$ cat src/rtl/misr_pkg.sv
// Shared types and elaboration helpers for the MISR signature compactor.
package misr_pkg;

    typedef enum logic [1:0] {IDLE, RUN, DONE} misr_state_e;

    localparam logic [11:0] MISR_POLY_12 = 12'h053;

    // Stage 0 must always receive feedback, and the response bits must fit the register.
    function automatic bit misr_cfg_ok(int unsigned width, int unsigned n_in, bit poly_lsb);
        return poly_lsb && (width >= 4) && (n_in >= 1) && (n_in <= width);
    endfunction

endpackage

$ cat src/rtl/misr_core.sv
// WIDTH-bit MISR register: Galois-style feedback from the top stage with response bits
// XORed into the low stages.
module misr_core
    import misr_pkg::*;
#(
    parameter int unsigned       WIDTH = 12,
    parameter int unsigned       N_IN  = 3,
    parameter logic [WIDTH-1:0]  POLY  = MISR_POLY_12
) (
    input  logic             CLK,
    input  logic             RST_N,
    input  logic             load,
    input  logic [WIDTH-1:0] load_val,
    input  logic             step,
    input  logic [N_IN-1:0]  din,
    output logic [WIDTH-1:0] sig,
    output logic [WIDTH-1:0] sig_next
);

    logic [WIDTH-1:0] sig_q;
    logic [WIDTH-1:0] upd;

    always_comb begin
        upd = {sig_q[WIDTH-2:0], 1'b0} ^ (POLY & {WIDTH{sig_q[WIDTH-1]}});
        upd[N_IN-1:0] = upd[N_IN-1:0] ^ din;
    end

    // Value the register takes after this cycle, ignoring a load.
    assign sig_next = step ? upd : sig_q;

    always_ff @(posedge CLK) begin
        if (!RST_N) begin
            sig_q <= '0;
        end else if (load) begin
            sig_q <= load_val;
        end else if (step) begin
            sig_q <= upd;
        end
    end

    assign sig = sig_q;

endmodule

$ cat src/rtl/misr_compactor.sv
// MISR compactor with start/run/done control, saturating cycle counter and a registered
// golden-signature verdict.
module misr_compactor
    import misr_pkg::*;
#(
    parameter int unsigned       WIDTH  = 12,
    parameter int unsigned       N_IN   = 3,
    parameter logic [WIDTH-1:0]  POLY   = MISR_POLY_12,
    parameter logic [WIDTH-1:0]  SEED   = '0,
    parameter logic [WIDTH-1:0]  GOLDEN = '0,
    parameter int unsigned       CNT_W  = 16
) (
    input  logic             CLK,
    input  logic             RST_N,
    input  logic             start,
    input  logic             din_valid,
    input  logic [N_IN-1:0]  din,
    input  logic             bist_end,
    output logic [WIDTH-1:0] sig,
    output logic             busy,
    output logic             done,
    output logic             pass,
    output logic [CNT_W-1:0] cycle_cnt
);

    if (!misr_cfg_ok(WIDTH, N_IN, POLY[0])) begin : g_bad_cfg
        $error("misr_compactor: illegal WIDTH/N_IN/POLY combination");
    end

    misr_state_e      state_q;
    logic [CNT_W-1:0] cnt_q;
    logic             busy_q, done_q, pass_q;
    logic             step;
    logic [WIDTH-1:0] sig_next;

    // start reloads from any state; it also pre-empts a step in RUN.
    assign step = (state_q == RUN) && din_valid && !start;

    misr_core #(
        .WIDTH (WIDTH),
        .N_IN  (N_IN),
        .POLY  (POLY)
    ) u_core (
        .CLK      (CLK),
        .RST_N    (RST_N),
        .load     (start),
        .load_val (SEED),
        .step     (step),
        .din      (din),
        .sig      (sig),
        .sig_next (sig_next)
    );

    always_ff @(posedge CLK) begin
        if (!RST_N) begin
            state_q <= IDLE;
            cnt_q   <= '0;
            busy_q  <= 1'b0;
            done_q  <= 1'b0;
            pass_q  <= 1'b0;
        end else begin
            unique case (state_q)
                IDLE: begin
                    if (start) begin
                        state_q <= RUN;
                        cnt_q   <= '0;
                        busy_q  <= 1'b1;
                    end
                end
                RUN: begin
                    if (start) begin
                        cnt_q <= '0;
                    end else begin
                        if (din_valid && (cnt_q != '1)) begin
                            cnt_q <= cnt_q + 1'b1;
                        end
                        if (bist_end) begin
                            state_q <= DONE;
                            busy_q  <= 1'b0;
                            done_q  <= 1'b1;
                            pass_q  <= (sig_next == GOLDEN);
                        end
                    end
                end
                DONE: begin
                    if (start) begin
                        state_q <= RUN;
                        cnt_q   <= '0;
                        busy_q  <= 1'b1;
                        done_q  <= 1'b0;
                        pass_q  <= 1'b0;
                    end
                end
                default: begin
                    state_q <= IDLE;
                    busy_q  <= 1'b0;
                    done_q  <= 1'b0;
                    pass_q  <= 1'b0;
                end
            endcase
        end
    end

    assign busy      = busy_q;
    assign done      = done_q;
    assign pass      = pass_q;
    assign cycle_cnt = cnt_q;

endmodule

$ cat config.mk
export PLATFORM = sky130hd
export DESIGN_NAME = misr_compactor
export DESIGN_NICKNAME = d
export VERILOG_FILES = /design/src/rtl/misr_pkg.sv /design/src/rtl/misr_core.sv /design/src/rtl/misr_compactor.sv
export SDC_FILE = /design/constraint.sdc
export NUM_CORES = 1
export LEC_CHECK = 0
export CAP_MARGIN = 25
export CORE_ASPECT_RATIO = 0.7
export CORE_MARGIN = 4
export CORE_UTILIZATION = 48
export DETAILED_ROUTE_END_ITERATION = 16
export MAX_ROUTING_LAYER = met4
export PLACE_DENSITY = 0.76
export SLEW_MARGIN = 10
export SYNTH_ARGS = -nofsm -noshare
export SYNTH_HDL_FRONTEND = slang
export SYNTH_HIERARCHICAL = 1
export SYNTH_SLANG_ARGS = --single-unit
$ cat constraint.sdc
create_clock -name CLK -period 4.4 [get_ports CLK]
set_clock_uncertainty 0.2 [all_clocks]
set_input_delay 1.32 -clock CLK [delete_from_list [all_inputs] [get_ports CLK]]
set_output_delay 1.32 -clock CLK [all_outputs]
set_load 0.02 [all_outputs]
==> results.yml, run 1 <==
critical_path:
  cp_slowest_stage_delay_ns: 0.60
  worstSetupPathType: "input pin to flop"
  path_cells: "clkdlybuf4s50_1, and4bb_1, mux2_2, nor4_1, nand4_1, a21oi_1"
  required_ns: 4.42
  critPathLaunchType: "input pin"
  worstPathMaxFanout: 14
  arrival_ns: 3.44
  cp_slowest_cell: "and4bb_1"
  rrSetupSlack_ns: 1.95
  end_kind: "flop"
detailed_routing:
  vias: 1715
  top_layer_used: "met4"
  via_per_inst: 5.46
  drt_iter0_markers: 98
  drc: 0
  postRouteAntennaNets: 0
  wl_met2_mm: 1.66
  dr.pass1.iters: 4
  wl_met1_mm: 2.34
  met3RoutedLength_um: 269
  routed_wl_mm: 4.31
  wire_per_inst_um: 13.7
logic_synthesis:
  seq_area_frac_synth_pct: 37.1
  avgSynthCellArea_um2: 8.29
  synth_xor_area_share_pct: 3.30
  synth.distinct_cells: 47
  ys_ff_latch: 33
  yosys.area_share.simple_pct: 26.3
  synth_edf_count: 0
  synthMuxAreaShare_pct: 5.27
  ys_warn_count: 6
  synth_compound_area_share_pct: 22.6
  synth_async_sr_flop_share_pct: 0
  ys.flop_type: "dfxtp_1"
  synth_fa_ha_area_share_pct: 0.702
  syn_area_mm2: 0.00178
  synth_top_family_by_area: "simple AND/OR/NAND/NOR gates"
  synthCells: 215
grt:
  grt_usage_pct: 20.4
  grt-ovfl-total: 0
  grt_first_pass_wirelength_mm: 7.27
  antenna_found_initial: 0
  first_global_vias: 1487
  grt_start_max_net_pins: 25
clock_network:
  ctsResizeCount: 0
  cts_setup_buffers: 0
  cts_tree: "done"
  clock-sinks: 33
  clk_path_buf_depth: 2
  path_clk_slew_ns: 0.07
  cts_root_buf: "clkbuf_8"
  htree_levels: 2
  clk_latency_ns: 0.29
  numCtsBuffers: 5
  post_cts_hold_buffer_count: 0
power_and_ir_drop:
  p_sw_share_pct: 26.8
  p_leak_uw: 0.000898
  p_seq_share_pct: 50.2
  pwr-share-comb_pct: 15.0
  clkPwrFrac_pct: 34.8
  vdd_drop_max_mv: 0.211
  switchingPower_uw: 170
  pwr_density_cell_mw_per_mm2: 275
  p_int_uw: 463
floorplan:
  dieArea_mm2: 0.00477
  io_pins: 39
  die_w_um: 80.8
  rows: 18
  die_h_um: 59.0
  coreArea_mm2: 0.00356
  initial_core_util_pct: 50.1
sta:
  min_period_ns: 3.42
  setup_tns_ns: 0
  finalCritPeriodShare_pct: 77.6
  rsz0062_at_grt: "false"
  fmax_mhz: 293
  worst_pin_slew_ns: 0.631
  max_slew_margin_pct: 57.6
  fin_hold_ws_ns: 0.276
  maxSlewViolCount: 0
  finalHoldViolations: 0
  setup-violations-final: 0
run_status:
  status: "completed"
layout:
  fill_cells: 344
  diodes: 0
  multi_input_area_mm2: 0.00108
  syn_to_final_growth_pct: 29.1
  layout_commonest_cell: "clkdlybuf4s50_1"
  regArea_um2: 661
  final_cell_mix: "38 x clkdlybuf4s50_1, 33 x dfxtp_1, 30 x nand2_1, 18 x nor2_1, 15 x a21oi_1"
  nNetsFinal: 272
  drive_gt1_share_pct: 11.7
job:
  drv_cap: 0
placed_design:
  port_buffers: 38
  gp_congestion: 0.817
  place_hpwl_mm: 3.12
worst_hold_path:
  hold_class: "flop to flop"
[metrics by stage]
| step | setup slack [ns] | area [um2] | util [%] | total power [uW] | instances |
|---|---|---|---|---|---|
| 2_1_floorplan | 1.36 | 1820 | - | 385 | 226 |
| 6_report | 0.984 | 2300 | 64.7 | 633 | 314 |
| 5_1_grt | 0.861 | 2300 | 64.7 | 661 | 314 |
| 3_3_place_gp | 0.729 | 2220 | 62.3 | 417 | 306 |
| 3_5_place_dp | 0.693 | 2220 | 62.3 | 418 | 306 |
| 4_1_cts | 1.00 | 2300 | 64.7 | 637 | 314 |
[cell families after synthesis]
family                     count (synthesis)
and+or+nand+nor                           90
AOI/OAI and AO/OA                         63
DFF                                       33
buffers and inverters                     14
muxes                                      8
xor gates and xnor gates                   5
adders and majority gates                  1
other                                      1
[critical path, delay by kind of cell]
| family | cells | cell delay [ns] |
|---|---|---|
| and+or+nand+nor | 3 | 1.05 |
| buffers and inverters | 1 | 0.50 |
| muxes | 1 | 0.41 |
| AOI/OAI and AO/OA | 1 | 0.15 |
[sequential cells by signal, summed over array words and instances, names as in the netlist]
| name | cells |
|---|---|
| busy | 1 |
| state_q | 2 |
| u_core/sig | 12 |
| cycle_cnt | 16 |
| pass | 1 |
| done | 1 |
[per-layer routing]
metal	up-vias	track usage, %
met5	-	-
met4	0	6.51
met3	5	4.71
met2	52	24.9
met1	789	31.9
li1	869	-
[layout make-up]
cell class	instances	share of cell area, %
well taps	50	2.72
inverters	3	0.489
repair buffers	41	17.5
clock inverters	2	0.435
multi-input cells	179	47.0
clock buffers	6	3.15
flip-flops and latches	33	28.7
[cell usage after synthesis, types with 3 or more instances]
master	instances	share of area [%]
a21boi_0	4	1.7
a21boi_1	3	1.3
a21oi_1	15	4.2
a31o_2	4	2.0
a31oi_1	4	1.4
and3_1	9	3.2
buf_6	3	1.9
clkbuf_1	5	1.1
dfxtp_1	33	37
inv_1	3	0.63
mux2_2	7	4.4
nand2_1	30	6.3
nand3_1	6	1.7
nand4_1	4	1.4
nor2_1	18	3.8
nor2b_1	3	1.1
nor4_1	6	2.1
o211ai_1	3	1.3
o21ai_0	12	3.4
o21ai_1	6	1.7
o31ai_1	4	1.7
xnor2_1	4	2.0
[worst paths after layout]
path / startpoint / to / cells past startpoint
worst max-delay path: din_valid / pass$_SDFFE_PN0P_ / 6
worst min-delay path: pass$_SDFFE_PN0P_ / pass$_SDFFE_PN0P_ / 2
worst max register to register: state_q[0]$_SDFFE_PN0P_ / pass$_SDFFE_PN0P_ / 5
worst min register to register: pass$_SDFFE_PN0P_ / pass$_SDFFE_PN0P_ / 2
[power by group through the flow]
stage / registers, uW / logic (uW) / clock network, uW
final: 318 / 95.1 / 220
after global routing: 319 / 103 / 239
after CTS: 317 / 94.1 / 226
after detailed placement: 324 / 93.4 / 0
after global placement: 324 / 92.9 / 0
after floorplan: 331 / 54.0 / 0
Power figures use the tool's default switching activity.
==> run 2, diff against run 1 <==
--- a/config.mk
+++ b/config.mk
@@ -8,10 +8,10 @@
 export CAP_MARGIN = 25
 export CORE_ASPECT_RATIO = 0.7
 export CORE_MARGIN = 4
-export CORE_UTILIZATION = 48
+export CORE_UTILIZATION = 45
 export DETAILED_ROUTE_END_ITERATION = 16
 export MAX_ROUTING_LAYER = met4
-export PLACE_DENSITY = 0.76
+export PLACE_DENSITY = 0.75
 export SLEW_MARGIN = 10
 export SYNTH_ARGS = -nofsm -noshare
 export SYNTH_HDL_FRONTEND = slang
==> constraint.sdc (replaced) <==
create_clock -name CLK -period 3 [get_ports CLK]
set_clock_uncertainty 0.2 [all_clocks]
set_input_delay 0.9 -clock CLK [delete_from_list [all_inputs] [get_ports CLK]]
set_output_delay 0.9 -clock CLK [all_outputs]
set_load 0.02 [all_outputs]
==> results.yml, run 2 (synthesis results as in run 1) <==
detailed_routing:
  via_per_inst: 5.33
  drc: 0
  dr.pass1.iters: 5
  routed_wl_mm: 4.52
  vias: 1720
  drt_iter0_markers: 149
  postRouteAntennaNets: 0
  wire_per_inst_um: 14.0
critical_path:
  arrival_ns: 2.80
  rrSetupSlack_ns: 0.75
  rr_worst_depth: 5
  cp_slowest_cell: "clkdlybuf4s50_1"
  worstSetupPathType: "input pin to flop"
  path_buf_inv: 1
  crit_family: "simple AND/OR/NAND/NOR gates"
  critPathLaunchType: "input pin"
  worstPathMaxFanout: 13
  path_cells: "clkdlybuf4s50_1, and4bb_2, mux2_2, nor4_1, nand4_1, a21oi_1"
  r2r_start: "state_q[0]$_SDFFE_PN0P_"
  cp_slowest_stage_delay_ns: 0.50
  end_kind: "flop"
  required_ns: 3.02
  r2r-end: "pass$_SDFFE_PN0P_"
worst_hold_path:
  min_from: "pass$_SDFFE_PN0P_"
  holdPathStages: 2
  min_to: "pass$_SDFFE_PN0P_"
  hold_class: "flop to flop"
floorplan:
  die_h_um: 60.6
  rows: 18
  io_pins: 39
  initial_core_util_pct: 48.5
  coreArea_mm2: 0.00367
  die_w_um: 83.2
  dieArea_mm2: 0.00505
power_and_ir_drop:
  p_int_uw: 731
  pwr-share-comb_pct: 14.8
  p_sw_share_pct: 25.5
  switchingPower_uw: 251
  vdd_drop_max_mv: 0.282
  p_seq_share_pct: 47.5
  clkPwrFrac_pct: 37.6
  p_leak_uw: 0.000948
  pwr_density_cell_mw_per_mm2: 411
clock_network:
  path_clk_slew_ns: 0.07
  cts_root_buf: "clkbuf_8"
  cts_tree: "done"
  htree_levels: 2
  clk_path_buf_depth: 2
  cts_setup_buffers: 0
  clk_latency_ns: 0.29
  clock-sinks: 33
  numCtsBuffers: 5
layout:
  final_cell_mix: "38 x clkdlybuf4s50_1, 33 x dfxtp_1, 30 x nand2_1, 18 x nor2_1, 15 x a21oi_1"
  syn_to_final_growth_pct: 34.0
  nNetsFinal: 281
  final_core_util_pct: 65.0
  drive_gt1_share_pct: 15.4
  largest_reg_flops: 16
  diodes: 0
  layout_commonest_cell: "clkdlybuf4s50_1"
placed_design:
  port_buffers: 38
  gp_congestion: 0.860
  place_hpwl_mm: 3.36
  pre_cts_slack_ns: -0.192
sta:
  finalCritPeriodShare_pct: 92.6
  finalHoldViolations: 0
  fmax_mhz: 360
  min_period_ns: 2.78
  max_slew_margin_pct: 62.9
  rsz0062_at_grt: "false"
  maxSlewViolCount: 0
  timing.final.ws_setup_ns: 0.222
  worst_pin_slew_ns: 0.552
  setup_tns_ns: 0
  setup-violations-final: 0
job:
  drv_cap: 0
grt:
  gr-usage-met2_pct: 23.6
  grt_first_pass_wirelength_mm: 7.51
  grt_start_max_net_pins: 25
  top_usage_layer: "met1"
  globalRouteMet1Util_pct: 29.7
  first_global_vias: 1473
  grt_usage_pct: 19.4
  grt-ovfl-total: 0
  antenna_found_initial: 0
  use_met3_pct: 5.56
run_status:
  status: "completed"
run 2: cell count changes in the layout (fill, tap and decap cells not counted):
cell and delta:
buf_4 +9, clkbuf_8 +2, and4bb_1 -1, and4bb_2 +1, clkbuf_1 -1, clkinv_2 -1
run 2: area by class of cell:
class	instances	area, um2
clock buffer	7	96.3
timing repair buffer	50	470
tap	50	62.6
multi-input combinational	179	1080
sequential	33	661
inverter	3	11.3
clock inverter	1	5.00
fill	318	1280
run 2: metrics by stage:
step	power, uW	hold slack, ns	cell area (um2)	std cells
2_1_floorplan	564	0.296	1820	226
3_3_place_gp	618	0.270	2290	315
3_5_place_dp	620	0.261	2290	315
4_1_cts	985	0.278	2390	323
5_1_grt	1020	0.309	2390	323
6_report	982	0.277	2390	323
run 2: worst max-delay path by stage:
stage / end / cells past startpoint / startpoint
floorplan: pass$_SDFFE_PN0P_ / 7 / start
global placement: pass$_SDFFE_PN0P_ / 6 / start
detailed placement: pass$_SDFFE_PN0P_ / 6 / din_valid
CTS: pass$_SDFFE_PN0P_ / 6 / din_valid
global route: pass$_SDFFE_PN0P_ / 6 / din_valid
finish: pass$_SDFFE_PN0P_ / 6 / din_valid
run 2: what timing repair did:
| item | in CTS | in global routing |
|---|---|---|
| gates resized for setup | 0 | 1 |
| setup endpoints to repair | 0 | 1 |
| hold buffers | 0 | 0 |
run 2: power groups by stage:
stage          Clock (uW)  Combinational (uW)  Sequential (uW)
6_report              369                 146              467
5_1_grt               398                 158              468
4_1_cts               375                 144              466
3_5_place_dp            0                 144              476
3_3_place_gp            0                 142              476
2_1_floorplan           0                79.1              485
run 2: per-layer routing:
| layer | share of wire (%) | wire (um) | up-vias |
|---|---|---|---|
| li1 | - | - | 887 |
| met1 | 55 | 2470 | 769 |
| met2 | 38 | 1740 | 57 |
| met3 | 6.2 | 282 | 7 |
| met4 | 0.60 | 27 | 0 |
| met5 | 0 | 0 | - |
run 2: worst reg2reg max path: cells and delay by family (launching register included):
family             cells  cell delay, ns
and+or+nand+nor        3            0.90
DFF                    1            0.54
muxes                  1            0.39
AOI/OAI and AO/OA      1            0.16
